File: src/rtl/serial_word_tx.sv
// Frame transmitter: start bit, n data bits LSB first, optional even parity (PARITY_EN), stop bit.
// Each bit is held CLKS_PER_BIT enabled cycles; ready only in IDLE, so words offered while busy are ignored.
module serial_word_tx #(
  parameter int n            = 4,
  parameter int CLKS_PER_BIT = 4
) (
  input  logic         clk,
  input  logic         rst,
  input  logic         en,
  input  logic [n-1:0] PI,
  input  logic         valid,
  output logic         ready,
  output logic         sout,
  output logic         busy,
  output logic         done
);

  localparam int CW = (CLKS_PER_BIT > 1) ? $clog2(CLKS_PER_BIT) : 1;
  localparam int BW = (n > 1) ? $clog2(n) : 1;
  localparam logic [CW-1:0] CYC_LAST = CW'(CLKS_PER_BIT - 1);
  localparam logic [BW-1:0] BIT_LAST = BW'(n - 1);

  typedef enum logic [2:0] {
    S_IDLE,
    S_START,
    S_DATA,
`ifdef PARITY_EN
    S_PARITY,
`endif
    S_STOP
  } state_t;

  state_t         state_q, state_d;
  logic [CW-1:0]  cyc_q, cyc_d;
  logic [BW-1:0]  bit_q, bit_d;
  logic [n-1:0]   sr_q, sr_d;
`ifdef PARITY_EN
  logic           par_q, par_d;
`endif

  logic bit_end;
  assign bit_end = (cyc_q == CYC_LAST);

  always_ff @(posedge clk) begin
    if (rst) begin
      state_q <= S_IDLE;
      cyc_q   <= '0;
      bit_q   <= '0;
      sr_q    <= '0;
`ifdef PARITY_EN
      par_q   <= 1'b0;
`endif
    end else begin
      state_q <= state_d;
      cyc_q   <= cyc_d;
      bit_q   <= bit_d;
      sr_q    <= sr_d;
`ifdef PARITY_EN
      par_q   <= par_d;
`endif
    end
  end

  always_comb begin
    state_d = state_q;
    cyc_d   = cyc_q;
    bit_d   = bit_q;
    sr_d    = sr_q;
`ifdef PARITY_EN
    par_d   = par_q;
`endif
    if (en) begin
      case (state_q)
        S_IDLE: begin
          if (valid) begin
            sr_d    = PI;
            cyc_d   = '0;
            state_d = S_START;
`ifdef PARITY_EN
            par_d   = ^PI;
`endif
          end
        end
        S_START: begin
          if (bit_end) begin
            cyc_d   = '0;
            bit_d   = '0;
            state_d = S_DATA;
          end else begin
            cyc_d = cyc_q + CW'(1);
          end
        end
        S_DATA: begin
          if (bit_end) begin
            cyc_d = '0;
            sr_d  = sr_q >> 1;
            if (bit_q == BIT_LAST) begin
`ifdef PARITY_EN
              state_d = S_PARITY;
`else
              state_d = S_STOP;
`endif
            end else begin
              bit_d = bit_q + BW'(1);
            end
          end else begin
            cyc_d = cyc_q + CW'(1);
          end
        end
`ifdef PARITY_EN
        S_PARITY: begin
          if (bit_end) begin
            cyc_d   = '0;
            state_d = S_STOP;
          end else begin
            cyc_d = cyc_q + CW'(1);
          end
        end
`endif
        S_STOP: begin
          if (bit_end) begin
            cyc_d   = '0;
            state_d = S_IDLE;
          end else begin
            cyc_d = cyc_q + CW'(1);
          end
        end
        default: state_d = S_IDLE;
      endcase
    end
  end

  // Outputs decode registered state only, so en=0 freezes them along with the state.
  always_comb begin
    sout = 1'b1;
    case (state_q)
      S_START:  sout = 1'b0;
      S_DATA:   sout = sr_q[0];
`ifdef PARITY_EN
      S_PARITY: sout = par_q;
`endif
      default:  sout = 1'b1;
    endcase
  end

  assign ready = (state_q == S_IDLE);
  assign busy  = (state_q != S_IDLE);
  assign done  = (state_q == S_STOP) && bit_end;

endmodule

File: config.mk
export PLATFORM = sky130hd
export DESIGN_NAME = serial_word_tx
export DESIGN_NICKNAME = d
export VERILOG_FILES = /design/src/rtl/serial_word_tx.sv
export SDC_FILE = /design/constraint.sdc
export NUM_CORES = 1
export LEC_CHECK = 0
export CAP_MARGIN = 5
export CORE_ASPECT_RATIO = 0.8
export CORE_UTILIZATION = 29
export DETAILED_ROUTE_END_ITERATION = 6
export PLACE_DENSITY_LB_ADDON = 0.3
export SYNTH_ARGS = -nofsm -noshare
export SYNTH_HDL_FRONTEND = slang
export SYNTH_SLANG_ARGS = --single-unit
File: constraint.sdc
create_clock -name clk -period 2.1 [get_ports clk]
set_input_delay 0.315 -clock clk [delete_from_list [all_inputs] [get_ports clk]]
set_output_delay 0.315 -clock clk [all_outputs]
set_load 0.02 [all_outputs]
* Word level (Yosys, flattened, before mapping) *
Cells that the tools add are included.

operators by class
  add/subtract/negate cells = 2
  multiply operators = 0
  div/mod/pow operators = 0
  $lt $le $gt $ge = 0
  equal/unequal tests = 11
  shifts and indexed selects = 0
  multiplexer cells = 17
  bitwise gates (word level) = 0
  reductions and logical operators = 11

operators with widths
  kind                   number
  $mux W3                5
  $ne A2 B2 Y1 const B   6
  $pmux W3 S4            1
  $mux W2                5
  $mux W4                2
  $pmux W2 S2            2
  $pmux W4 S2            1
  $eq A3 B2 Y1 const B   2
  $reduce_and A6 Y1      1
  $reduce_bool A2 Y1     3
  $reduce_and A5 Y1      1
  $add A2 B1 Y2 const B  2
  $eq A2 B2 Y1 const B   2
  $reduce_and A4 Y1      1
  $eq A3 B1 Y1 const B   1
  $logic_not A3 Y1       1
  $reduce_and A3 Y1      1
  $reduce_bool A3 Y1     1
  $reduce_or A3 Y1       1
  $pmux W1 S2            1
  $logic_and A1 B1 Y1    1

word-level totals
  bits in registers = 11
  latch bits = 0
  RAM bits = 0
  memory bits (read-only) = 0
  bits of input ports = 8
  logic and storage cells = 45
  memories kept = 0

* Depth between registers and ports, before layout *
Gate-level depths: netlist of run 1.

  depth in word-level cells = 4
  mapped depth = 7
  depth with buffers taken out = 6

* Worst setup path after synthesis of run 1 *
No wires, ideal clock.

  path type = register to register
  start = register state_q[0]
  end = register sr_q[3]
  setup time = 0.071 ns
  arrival time = 1.617 ns
  path slack = 0.413 ns
  stages on the path, launching flop included = 7
  path through = dfxtp_1 -> inv_1 -> ha_1 -> or2_2 -> o2111ai_4 -> or3b_1 -> a21oi_1

on the way
  cells in the longest elaborated chain, start to end = 3
  elaborated cells on any way between the ends = 7

ends and longest elaborated chain
  what                                                                 line  source
  start: declaration                                                   33    state_t state_q, state_d;
  start signal: assignment                                             54    state_q <= state_d;
  $logic_not A3 Y1 *                                                   --
  via ready                                                            12    output logic ready,
  $ne A2 B2 Y1 (no source line) or $reduce_bool A2 Y1 (tied branches)  --
  $reduce_and A4 Y1 (no source line)                                   --
  end signal: assignment                                               57    sr_q <= sr_d;
  end: declaration                                                     36    logic [n-1:0] sr_q, sr_d;

The timed path passes the listed nets; every way through them passes the cells marked *.
A chain may end at the register's enable or synchronous reset.

* Final worst setup path of run 1 *
  start = register state_q[0]
  end = output ready

on the way
  cells in the longest elaborated chain, start to end = 1

ends and longest elaborated chain
  what              line  source
  $logic_not A3 Y1  146   assign ready = (state_q == S_IDLE);
  end: declaration  12

No other way between the ends.

==> reports/qor.csv, run 1 <==
metric,value,unit
mappedNetlistArea,683,µm²
holdPathStages,2,
syn-num-nets,91,
wl_met1,708,µm
cts_tree,built,
worstMarginPinSlew,0.389,ns
drtIter0Drc,11,
r2r-start,state_q[0]$_SDFFE_PP0P_,
io_buffers,11,
worst_ir_drop_vdd,0.376,mV
p_per_area,680,nW/µm²
fin_setup_tns,0,ns
post_cts_buffers,0,
antenna_left,0,
status,"complete, no violations",
grt_pass1_vias,439,
whs,0.463,ns
cts_made_buffers,3,
syn-instance-count,73,
hold_buffers,0,
rsz0062_at_grt,false,
rows,15,
num_vias,531,
fin_cells,112,
synthArstFlopShare,0,%
holdPathEnd,sr_q[3]$_SDFFE_PP0P_,
synth_seq_cells,10,
worstHoldStart,sr_q[3]$_SDFFE_PP0P_,
r2r_cells,7,
clk_latency,0.27,ns
ys_warn_count,0,
p_leak,0.362,nW
relSlewSlack,74.0,%
initial_core_util,31.1,%
hpwl,1010,µm
vias_per_cell,4.74,
netlist.top_cell.by_area,dfxtp_1,
yosysTopAreaCellShare,29.3,%
antenna_cells,0,
postCtsResizedCells,1,
die_area,2550,µm²
cts-root-buf,clkbuf_4,
fin_skew,0.00262,ns
avgSynthCellArea,9.36,µm²
min_period,1.99,ns
hold_violations,0,
clk_path_buf_depth,2,
cts_sinks,10,
gp_congestion,0.778,
nNetsFinal,106,
drive_above_1_share,14.9,%
grt_max_degree,11,
wl_met3,73,µm
drtPass1Iterations,4,
setup_violations,0,
required,1.78,ns
core,2200,µm²
dp.cells,108,
critPathLaunchType,flop,
synthFlopType,dfxtp_1,
antenna_found_initial,0,
synth_common_cells,"dfxtp_1 (10), ha_1 (10), nand2_1 (9)",
post_drt_wl_per_cell,11.3,µm
die_h,45.4,µm
critPathArrivalTime,1.67,ns
rr_endpoint,bit_q[0]$_SDFFE_PP0P_,
fmax,503,MHz
grt.total_usage,10.9,%
ios,12,
fin_crit_sh,94.6,%
yosysSeqAreaShare,29.3,%
wl,1270,µm
die_w,56.3,µm
cp-end-kind,output port,
area_growth,25.1,%
maxSlewViolCount,0,
critical_path_class,reg2out,
r2r_setup_slack,0.31,ns
yosys-top-cells-area,"dfxtp_1 (29%), ha_1 (18%), mux2i_1 (5.9%)",
drc,0,
cap_violations,0,
clk_pin_slew,0.07,ns
hold_path_class,reg2reg,
synth_edf_count,0,
fillers,229,
grt-ovfl-total,0,
crit_fanout,5,
synth_cell_types,30,
wl_met2,476,µm
power,0.581,mW
htreeDepth,1,
top_layer_used,met4,
grt_first_pass_wirelength,2010,µm
layer usage:
metal	global-route usage [%]	vias to the layer above
li1	-	282
met1	15.1	237
met2	14.5	10
met5	0	-
met4	4.39	0
met3	5.11	2
area by class of cell:
type                            instances  area, µm²  share of cell area, %
Multi-Input combinational cell         54        442                   51.7
Timing Repair Buffer                   12        119                   13.9
Tap cell                               25       31.3                   3.66
Clock buffer                            4       36.3                   4.25
Sequential cell                        10        200                   23.4
Inverter                                7       26.3                   3.07
cells in the final DEF, fill, tap and decap left out, types with 2 or more instances in the layout:
| cell | synthesis | final |
|---|---|---|
| inv_1 | 6 | 6 |
| a21oi_1 | 4 | 4 |
| clkdlybuf4s50_1 | 0 | 9 |
| ha_1 | 10 | 10 |
| nand2_1 | 9 | 9 |
| mux2i_1 | 4 | 4 |
| mux2_2 | 2 | 2 |
| clkbuf_4 | 0 | 3 |
| a211oi_1 | 2 | 2 |
| nor3_1 | 2 | 2 |
| dfxtp_1 | 10 | 10 |
| or3b_1 | 2 | 2 |
| nor2_1 | 3 | 3 |
registers in the layout, indices dropped and copies added, names as in the netlist:
name,flops
state_q,2
sr_q,4
bit_q,2
cyc_q,2
power breakdown:
group          switching, mW  total (mW)  leakage (nW)  internal, mW
clock network         0.0707       0.176        0.0210         0.105
registers             0.0104       0.215        0.0814         0.205
logic                  0.100       0.190         0.260        0.0894
total                  0.181       0.581         0.362         0.399
per-stage QoR:
step | setup WS [ns] | instance area (µm²) | utilization (%)
final | 0.113 | 855 | 38.9
after detailed placement | 0.298 | 817 | 37.2
after global routing | 0.000997 | 855 | 38.9
after floorplan | 0.413 | 683 | -
after global placement | 0.316 | 817 | 37.2
after CTS | 0.000830 | 852 | 38.8
how the worst max path moves through the flow:
stage,from,end,cells after the start
after floorplan,state_q[0]$_SDFFE_PP0P_,sr_q[3]$_SDFFE_PP0P_,6
after global placement,state_q[0]$_SDFFE_PP0P_,sout,4
after detailed placement,state_q[0]$_SDFFE_PP0P_,sout,4
after CTS,state_q[0]$_SDFFE_PP0P_,busy,4
after global routing,state_q[0]$_SDFFE_PP0P_,ready,3
final,state_q[0]$_SDFFE_PP0P_,ready,3
cells by family after synthesis:
kind of cell,Yosys count,synth area share [%]
multiplexers,6,9.16
AO/OA/AOI/OAI,12,15.9
flip-flops,10,29.3
adder cells (fa/ha/maj),10,18.3
AND/OR/NAND/NOR,26,21.2
buffers and inverters,9,6.04
worst max-delay path, cell delays in order (launching register included):
cell and delay [ns]:
dfxtp_1 0.34, inv_1 0.15, ha_1 0.27, clkdlybuf4s50_1 0.64
No activity file was read; power rests on OpenSTA's default activity.
==> run 2: changes to the inputs <==
--- a/config.mk
+++ b/config.mk
@@ -5,9 +5,9 @@
 export SDC_FILE = /design/constraint.sdc
 export NUM_CORES = 1
 export LEC_CHECK = 0
-export CAP_MARGIN = 5
 export CORE_ASPECT_RATIO = 0.8
 export CORE_UTILIZATION = 29
+export CTS_CLUSTER_DIAMETER = 30
 export DETAILED_ROUTE_END_ITERATION = 6
 export PLACE_DENSITY_LB_ADDON = 0.3
 export SYNTH_ARGS = -nofsm -noshare
==> results of run 2 <==
Final layout, timing and power as in run 1 (identical DEF).
